<file path="config.mk">
export PLATFORM = sky130hd
export DESIGN_NAME = prim_pipe_elastic
export DESIGN_NICKNAME = d
export VERILOG_FILES = /design/src/rtl/prim_pipe_elastic_pkg.sv /design/src/rtl/prim_pipe_slot.sv /design/src/rtl/prim_pipe_elastic.sv
export SDC_FILE = /design/constraint.sdc
export NUM_CORES = 1
export LEC_CHECK = 0
export BUFFER_PORTS_ARGS = -buffer_cell sky130_fd_sc_hd__buf_2
export CAP_MARGIN = 5
export CORE_MARGIN = 5
export CORE_UTILIZATION = 46
export DETAILED_ROUTE_END_ITERATION = 7
export MAX_ROUTING_LAYER = met4
export PLACE_DENSITY_LB_ADDON = 0.1
export SLEW_MARGIN = 5
export SYNTH_ARGS = -nofsm -noshare
export SYNTH_HDL_FRONTEND = slang
export SYNTH_SLANG_ARGS = --single-unit
</file>
<file path="constraint.sdc">
create_clock -name clk_i -period 1.2 [get_ports clk_i]
set_input_delay 0.24 -clock clk_i [delete_from_list [all_inputs] [get_ports clk_i]]
set_output_delay 0.24 -clock clk_i [all_outputs]
set_load 0.01 [all_outputs]
</file>
<file path="src/rtl/prim_pipe_elastic_pkg.sv">
// Shared helpers for the elastic pipeline register.
//   cnt_width(depth) : bit width needed to hold an occupancy count of 0..depth.
package prim_pipe_elastic_pkg;

  function automatic int cnt_width(input int depth);
    return (depth < 1) ? 1 : $clog2(depth + 1);
  endfunction

endpackage

</file>
<file path="src/rtl/prim_pipe_slot.sv">
// One stage of the elastic pipeline: a valid bit plus a DW-bit data register.
// Ports:
//   clk_i    clock
//   rst_i    synchronous active-high reset (valid=0, data=DEFAULT)
//   flush_i  clear the valid bit, keep the data
//   vld_i    valid of the upstream slot (or the block input)
//   data_i   data of the upstream slot (or the block input)
//   rdy_i    ready of the downstream slot (or out_ready_i for the last slot)
//   vld_o    valid bit held in this slot
//   data_o   data held in this slot
//   rdy_o    this slot can take a new beat: empty, or its beat moves on
module prim_pipe_slot
  import prim_pipe_elastic_pkg::*;
#(
  parameter int              DW      = 32,
  parameter logic [DW-1:0]   DEFAULT = '0
) (
  input  logic          clk_i,
  input  logic          rst_i,
  input  logic          flush_i,
  input  logic          vld_i,
  input  logic [DW-1:0] data_i,
  input  logic          rdy_i,
  output logic          vld_o,
  output logic [DW-1:0] data_o,
  output logic          rdy_o
);

  logic          vld_p0;
  logic [DW-1:0] data_p0;

  assign rdy_o  = ~vld_p0 | rdy_i;
  assign vld_o  = vld_p0;
  assign data_o = data_p0;

  // stage register: an empty incoming slot only clears valid, data is kept
  always_ff @(posedge clk_i) begin
    if (rst_i) begin
      vld_p0  <= 1'b0;
      data_p0 <= DEFAULT;
    end else if (flush_i) begin
      vld_p0  <= 1'b0;
    end else if (rdy_o) begin
      vld_p0 <= vld_i;
      if (vld_i) begin
        data_p0 <= data_i;
      end
    end
  end

endmodule

</file>
<file path="src/rtl/prim_pipe_elastic.sv">
// Elastic pipeline register: DEPTH valid/data slots with valid/ready handshakes.
// Ready propagates combinationally from the output back to the input, so empty
// slots (bubbles) are always filled even while the output is stalled.
// Ports:
//   clk_i        clock
//   rst_i        synchronous active-high reset
//   flush_i      discard every slot this cycle; no beat accepted
//   in_valid_i   upstream offers in_data_i
//   in_ready_o   block accepts in_data_i this cycle
//   in_data_i    upstream data
//   out_valid_o  last slot holds valid data
//   out_ready_i  downstream accepts out_data_o
//   out_data_o   data register of the last slot
//   count_o      number of valid slots, 0..DEPTH
module prim_pipe_elastic
  import prim_pipe_elastic_pkg::*;
#(
  parameter int            DW      = 32,
  parameter int            DEPTH   = 1,
  parameter logic [DW-1:0] DEFAULT = '0,
  localparam int           CW      = cnt_width(DEPTH)
) (
  input  logic          clk_i,
  input  logic          rst_i,
  input  logic          flush_i,
  input  logic          in_valid_i,
  output logic          in_ready_o,
  input  logic [DW-1:0] in_data_i,
  output logic          out_valid_o,
  input  logic          out_ready_i,
  output logic [DW-1:0] out_data_o,
  output logic [CW-1:0] count_o
);

  if (DEPTH < 1) begin : g_bad_depth
    $error("prim_pipe_elastic: DEPTH must be >= 1");
  end

  logic [DEPTH-1:0] vld_vec;
  logic             in_fire;
  logic             out_fire;

  // Each slot keeps its own ready net; chaining through separate per-stage
  // signals keeps the ready path a plain acyclic chain.
  for (genvar k = 0; k < DEPTH; k++) begin : g_stage
    logic          vld_s;
    logic [DW-1:0] data_s;
    logic          rdy_s;
    logic          vld_up;
    logic [DW-1:0] data_up;
    logic          rdy_dn;

    if (k == 0) begin : g_head
      assign vld_up  = in_valid_i;
      assign data_up = in_data_i;
    end else begin : g_body
      assign vld_up  = g_stage[k-1].vld_s;
      assign data_up = g_stage[k-1].data_s;
    end

    if (k == DEPTH - 1) begin : g_tail
      assign rdy_dn = out_ready_i;
    end else begin : g_mid
      assign rdy_dn = g_stage[k+1].rdy_s;
    end

    prim_pipe_slot #(
      .DW      (DW),
      .DEFAULT (DEFAULT)
    ) u_slot (
      .clk_i   (clk_i),
      .rst_i   (rst_i),
      .flush_i (flush_i),
      .vld_i   (vld_up),
      .data_i  (data_up),
      .rdy_i   (rdy_dn),
      .vld_o   (vld_s),
      .data_o  (data_s),
      .rdy_o   (rdy_s)
    );

    assign vld_vec[k] = vld_s;
  end

  assign in_ready_o  = g_stage[0].rdy_s & ~flush_i;
  assign out_valid_o = g_stage[DEPTH-1].vld_s;
  assign out_data_o  = g_stage[DEPTH-1].data_s;

  assign in_fire  = in_valid_i & in_ready_o;
  assign out_fire = out_valid_o & out_ready_i;

  // occupancy register: tracks handshakes, cleared by flush and reset
  always_ff @(posedge clk_i) begin
    if (rst_i || flush_i) begin
      count_o <= '0;
    end else if (in_fire && !out_fire) begin
      count_o <= count_o + CW'(1);
    end else if (out_fire && !in_fire) begin
      count_o <= count_o - CW'(1);
    end
  end

`ifndef SYNTHESIS
  logic          stall_q;
  logic [DW-1:0] held_q;

  always_ff @(posedge clk_i) begin
    stall_q <= ~rst_i & in_valid_i & ~in_ready_o & ~flush_i;
    held_q  <= in_data_i;
    if (!rst_i) begin
      assert (count_o == CW'($countones(vld_vec)))
        else $error("prim_pipe_elastic: count_o %0d disagrees with valid slots %b", count_o, vld_vec);
      if (stall_q && in_valid_i && !flush_i) begin
        assert (in_data_i == held_q)
          else $error("prim_pipe_elastic: in_data_i changed while stalled");
      end
    end
  end
`endif

endmodule
</file>
==> results of run 1 <==
path summary, 6_finish.rpt:
| kind | from | slack, ns | cells after the start | end |
|---|---|---|---|---|
| max | g_stage[0].u_slot.vld_o | -0.16 | 4 | in_ready_o |
| min | in_data_i[28] | 0.15 | 3 | g_stage[0].u_slot.data_o[28] |
| max reg2reg | g_stage[0].u_slot.vld_o | -0.08 | 5 | g_stage[0].u_slot.data_o[17] |
| min reg2reg | g_stage[0].u_slot.data_o[2] | 0.47 | 2 | g_stage[0].u_slot.data_o[2] |
cell families after synthesis:
| kind of cell | share of synthesized area, % |
|---|---|
| and+or+nand+nor | 28.44 |
| muxes | 21.60 |
| DFF | 43.21 |
| buffers and inverters | 6.275 |
| AOI/OAI and AO/OA | 0.4767 |
tightest hold or removal path, stage by stage:
cell      delay, ns
buf_2          0.10
nand2b_1       0.05
mux2i_1        0.05
area by class of cell:
type,instances,share of cell area [%]
well taps,46,2.645
flip-flops and latches,34,31.34
clock buffers,7,2.530
repair buffers,83,26.05
multi-input cells,106,37.21
clock inverters,1,0.2300
registers in the layout (all words and copies together) (netlist names):
name                   count
count_o                    1
g_stage.u_slot.data_o     32
g_stage.u_slot.vld_o       1
metrics by stage:
step                setup slack, ns  hold WS, ns
CTS                         -0.1663       0.1375
detailed placement         -0.04002       0.4591
global placement            0.02738       0.4522
floorplan                   0.03745       0.3638
global route                -0.2028       0.1297
finish                      -0.1584       0.1544
repair_timing:
item | in CTS | in global routing
cloned | 3 | 1
setup endpoints to repair | 29 | 33
gates resized for setup | 7 | 6
pin swaps | 0 | 1
setup buffers | 3 | 1
where the power goes:
part	internal, mW	switching [mW]	leakage, nW
combinational	0.248	0.180	0.699
clock	0.284	0.373	0.0353
sequential	1.19	0.0303	0.279
total	1.72	0.583	1.01
layer usage:
layer	GRT usage [%]	wire length [microns]
met5	-	0
met4	4.715	36
met3	5.835	268
met2	26.34	1715
met1	17.98	1441
cells in the final DEF, fill, tap and decap left out, drive strengths merged:
cell    instances
nand2           2
o21a            1
nor2            2
clkinv          1
dfxtp          34
nand2b         64
buf            82
or3             1
clkbuf          8
nor2b           1
nor3b           1
mux2i          34
==> flow_summary.toml, run 1 <==
[synthesis]
syn_nets = 188
synth_commonest_cells = "64 x nand2b_1, 34 x dfxtp_1, 34 x mux2i_1"
synth-edff-count = 0
yosysMostFrequentCell = "nand2b_1"
yosysUniqueCellTypes = 13
synth_area_sq_um = 1575
synth_top_area_share_pct = 43.21
synthFlopType = "dfxtp_1"
ys_warn_count = 0
synth_area_leaders = "dfxtp_1 43%, nand2b_1 25%, mux2i_1 22%"
avgSynthCellArea_sq_um = 10.43
ys_seq_elements = 34
async_flop_share_pct = 0
ys_seq_area_share_pct = 43.21
syn_inst = 151
synth_top_area_cell = "dfxtp_1"

[sta]
fin_worst_skew_ns = 0.002698
finalHoldViolCount = 0
worst_pin_slew_ns = 0.1833
rsz0062_at_grt = "yes"
setup_ws_ns = -0.1584
slew_violations = 0
finalSetupTns_ns = -1.245
layout_min_cycle_time_ns = 1.358
slew_headroom_pct = 87.43
finalSetupViolCount = 28
min_period_over_period_pct = 113.2
max_freq_ghz = 0.7362

[grt]
grtUsageTotal_pct = 15.94
grt_pass1_vias = 1241
grt_pass1_wl_microns = 5423
grt_max_degree = 41
grt.overflow.total = 0
antenna_found_initial = 0

[clock_tree]
cts_tree = "done"
clk_latency_ns = 0.33
cts-buffers-inserted = 5
htree_levels = 2
root_buffer = "clkbuf_4"
ctsLongestPathBuffers = 2
path_clk_slew_ns = 0.10
clock_sinks = 34
holdBufCountCts = 0

[place]
place_inst = 263
globalplace.congestion = 0.7265
io_buffers = 71
hpwlAfterDp_microns = 2461
placed_area_sq_um = 1991

[critical_path]
worstPathCellList = "nor2b_4 -> buf_6 -> nor2_1 -> buf_2"
path_class = "flip-flop to output pin"
cp-end-kind = "output pin"
crit_family = "flip-flops"
cp_max_fo = 2
path_buf_inv = 2
required_ns = 0.96
critPathMaxStageDelay_ns = 0.34
critical_path_arrival_ns = 1.12
slowest_stage = "dfxtp_2"
startpoint_type = "flip-flop"

[power_and_ir_drop]
power.density_nw_per_um2 = 1058
irDropWorstVdd_mv = 0.7198
leakagePower_nw = 1.012
finalPower_mw = 2.302

[cells_and_area]
nNetsFinal = 267
regArea_sq_um = 681.9
area_growth_syn_to_layout_pct = 38.13
final_core_util_pct = 65.20
nFillCells = 299
fin_area_sq_um = 2176
multiInputGateArea_sq_um = 809.5
n_antenna_cell = 0
drive_gt1_share_pct = 41.13
fin_cells = 277

[routing]
ant_nets = 0
remaining_drc_errors = 0
wirelength_microns = 3461
wl_per_cell_microns = 12.49
drt_pass1_iterations = 4
num_vias = 1243
via_per_inst = 4.487
drt_iter0_drc = 35

[min_path]
worstHoldPathType = "input port to flip-flop"

[floorplanning]
dieArea_sq_um = 4695
initial_utilization_pct = 47.21
rows = 21
die-height_microns = 68.52
fp.dieW_microns = 68.52
pin_count = 72
core_area_sq_um = 3337

[run]
cap_violations = 0

[run_status]
status = "finished with violations"
violations = "negative setup slack"
(Power assumes the default switching activity.)
==> run 2, diff against run 1 <==
Settings changed: CORE_ASPECT_RATIO set to 0.5.
==> run 2 against run 1 <==
Final area fell by 5.4%. Register-to-register slack gained 0.06 ns. Utilization is 3.9 points lower. Combinational power shrank 15%. Critical path type is now flip-flop to flip-flop. Fmax increased by 11%. The flow still finishes with violations (negative setup slack). Die area up 1.5%.
==> flow_summary.toml, run 2 (same netlist as run 1, synthesis figures left out) <==
[run_status]
status = "finished with violations"
violations = "negative setup slack"

[cells_and_area]
n_antenna_cell = 0
final_common_cell = "buf_2"
nNetsFinal = 260
fin_area_sq_um = 2058
area_growth_syn_to_layout_pct = 30.66
drive_gt1_share_pct = 38.39
nFillCells = 299
largest_reg_flops = 32
regArea_sq_um = 681.9
final_cell_mix = "71 x buf_2, 64 x nand2b_1, 34 x mux2i_1"
multiInputGateArea_sq_um = 802.0
fin_cells = 266

[clock_tree]
post-cts-setup-buffer-count = 0
root_buffer = "clkbuf_8"
ctsLongestPathBuffers = 2
cts_tree = "done"
clk_latency_ns = 0.28
clock_sinks = 34
cts-buffers-inserted = 5
htree_levels = 2
path_clk_slew_ns = 0.07

[power_and_ir_drop]
irDropWorstVdd_mv = 0.4832
power.density_nw_per_um2 = 1184
pwr-share-seq_pct = 49.9
combPwrFrac_pct = 15.0
p_switching_uw = 583.1
swShare_pct = 23.93
p_int_mw = 1.853
leakagePower_nw = 0.9604
power_frac_clock_pct = 35.1

[routing]
ant_nets = 0
drt-met1-wl_microns = 1403
wl_per_cell_microns = 11.62
drt_iter0_drc = 24
remaining_drc_errors = 0
routed.top_layer = "met4"
drt_pass1_iterations = 4
wirelength_microns = 3091
wl_met2_microns = 1419
via_per_inst = 4.586
num_vias = 1220
dr_wl_met3_microns = 241

[floorplanning]
fp.dieW_microns = 92.76
die-height_microns = 51.38
initial_utilization_pct = 46.89
core_area_sq_um = 3359
rows = 15
dieArea_sq_um = 4766
pin_count = 72

[place]
place_inst = 258
hpwlAfterDp_microns = 2365
placed_area_sq_um = 1966
io_buffers = 71
globalplace.congestion = 0.6622

[sta]
rsz0062_at_grt = "yes"
worst_pin_slew_ns = 0.3719
whs_ns = 0.2145
setup_ws_ns = -0.02034
finalSetupViolCount = 11
slew_headroom_pct = 75.21
finalHoldViolCount = 0
min_period_over_period_pct = 101.7
fin_worst_skew_ns = 0.002000
layout_min_cycle_time_ns = 1.220
slew_violations = 0
max_freq_ghz = 0.8194

[grt]
grt_pass1_vias = 1153
grtUsageTotal_pct = 14.07
grt.overflow.total = 0
grt_max_degree = 31
antenna_found_initial = 0
grt_pass1_wl_microns = 5064

[min_path]
worstHoldPathType = "input port to flip-flop"
holdPathStages = 3

[critical_path]
critical_path_arrival_ns = 1.42
path_class = "flip-flop to flip-flop"
cp-end-kind = "flip-flop"
startpoint_type = "flip-flop"
required_ns = 1.40
rr_worst_depth = 4
cp_max_fo = 15

[run]
cap_violations = 0
run 2: cell count changes in the layout (fill, tap and decap cells not counted):
| cell | previous run | this run |
|---|---|---|
| clkbuf_16 | 1 | 0 |
| clkbuf_4 | 5 | 0 |
| buf_16 | 2 | 0 |
| buf_4 | 1 | 2 |
| buf_8 | 2 | 0 |
| mux2i_1 | 32 | 34 |
| clkbuf_8 | 1 | 6 |
| buf_6 | 3 | 0 |
| mux2i_2 | 2 | 0 |
run 2: metrics by stage:
stage	TNS (ns)	worst slack (ns)	power, mW	util (%)
3_3_place_gp	0	0.02819	1.604	58.51
5_1_grt	-1.855	-0.09386	2.588	61.27
3_5_place_dp	-0.1235	-0.02245	1.614	58.51
4_1_cts	-0.3772	-0.03276	2.493	61.27
2_1_floorplan	0	0.03745	1.467	-
6_report	-0.1038	-0.02034	2.437	61.27
run 2: layout make-up:
class	instances	share of cell area, %
clock buffers	7	4.195
well taps	42	2.553
clock inverters	1	0.2432
flip-flops and latches	34	33.13
multi-input cells	106	38.97
repair buffers	76	20.91
run 2: worst paths after layout:
| kind | slack, ns | to | start |
|---|---|---|---|
| hold reg to reg | 0.46 | count_o | count_o |
| setup reg to reg | -0.02 | g_stage[0].u_slot.data_o[14] | g_stage[0].u_slot.vld_o |
| hold / removal | 0.21 | g_stage[0].u_slot.data_o[6] | in_data_i[6] |
| setup / recovery | -0.02 | g_stage[0].u_slot.data_o[14] | g_stage[0].u_slot.vld_o |
run 2: power by group through the flow:
stage,clock [mW],sequential (mW),combinational (mW)
after floorplan,0,1.27,0.197
after global placement,0,1.24,0.363
after detailed placement,0,1.24,0.372
after CTS,0.903,1.22,0.373
after global routing,0.962,1.22,0.403
final,0.854,1.22,0.365
run 2: metal layers:
layer  global-route usage [%]  up-vias
li1                         -      625
met1                    16.87      552
met2                    21.22       38
met3                    6.029        5
met4                    5.109        0
met5                        -        -
run 2: repair_timing:
item	4_1_cts	5_1_grt
hold buffers	0	0
pin swaps	0	1
setup endpoints to repair	31	33
gates resized for setup	1	0
run 2: critical path: stages (launching register included):
cell	delay, ns
dfxtp_2	0.32
nor2b_4	0.13
nor3b_4	0.28
buf_12	0.21
mux2i_1	0.20
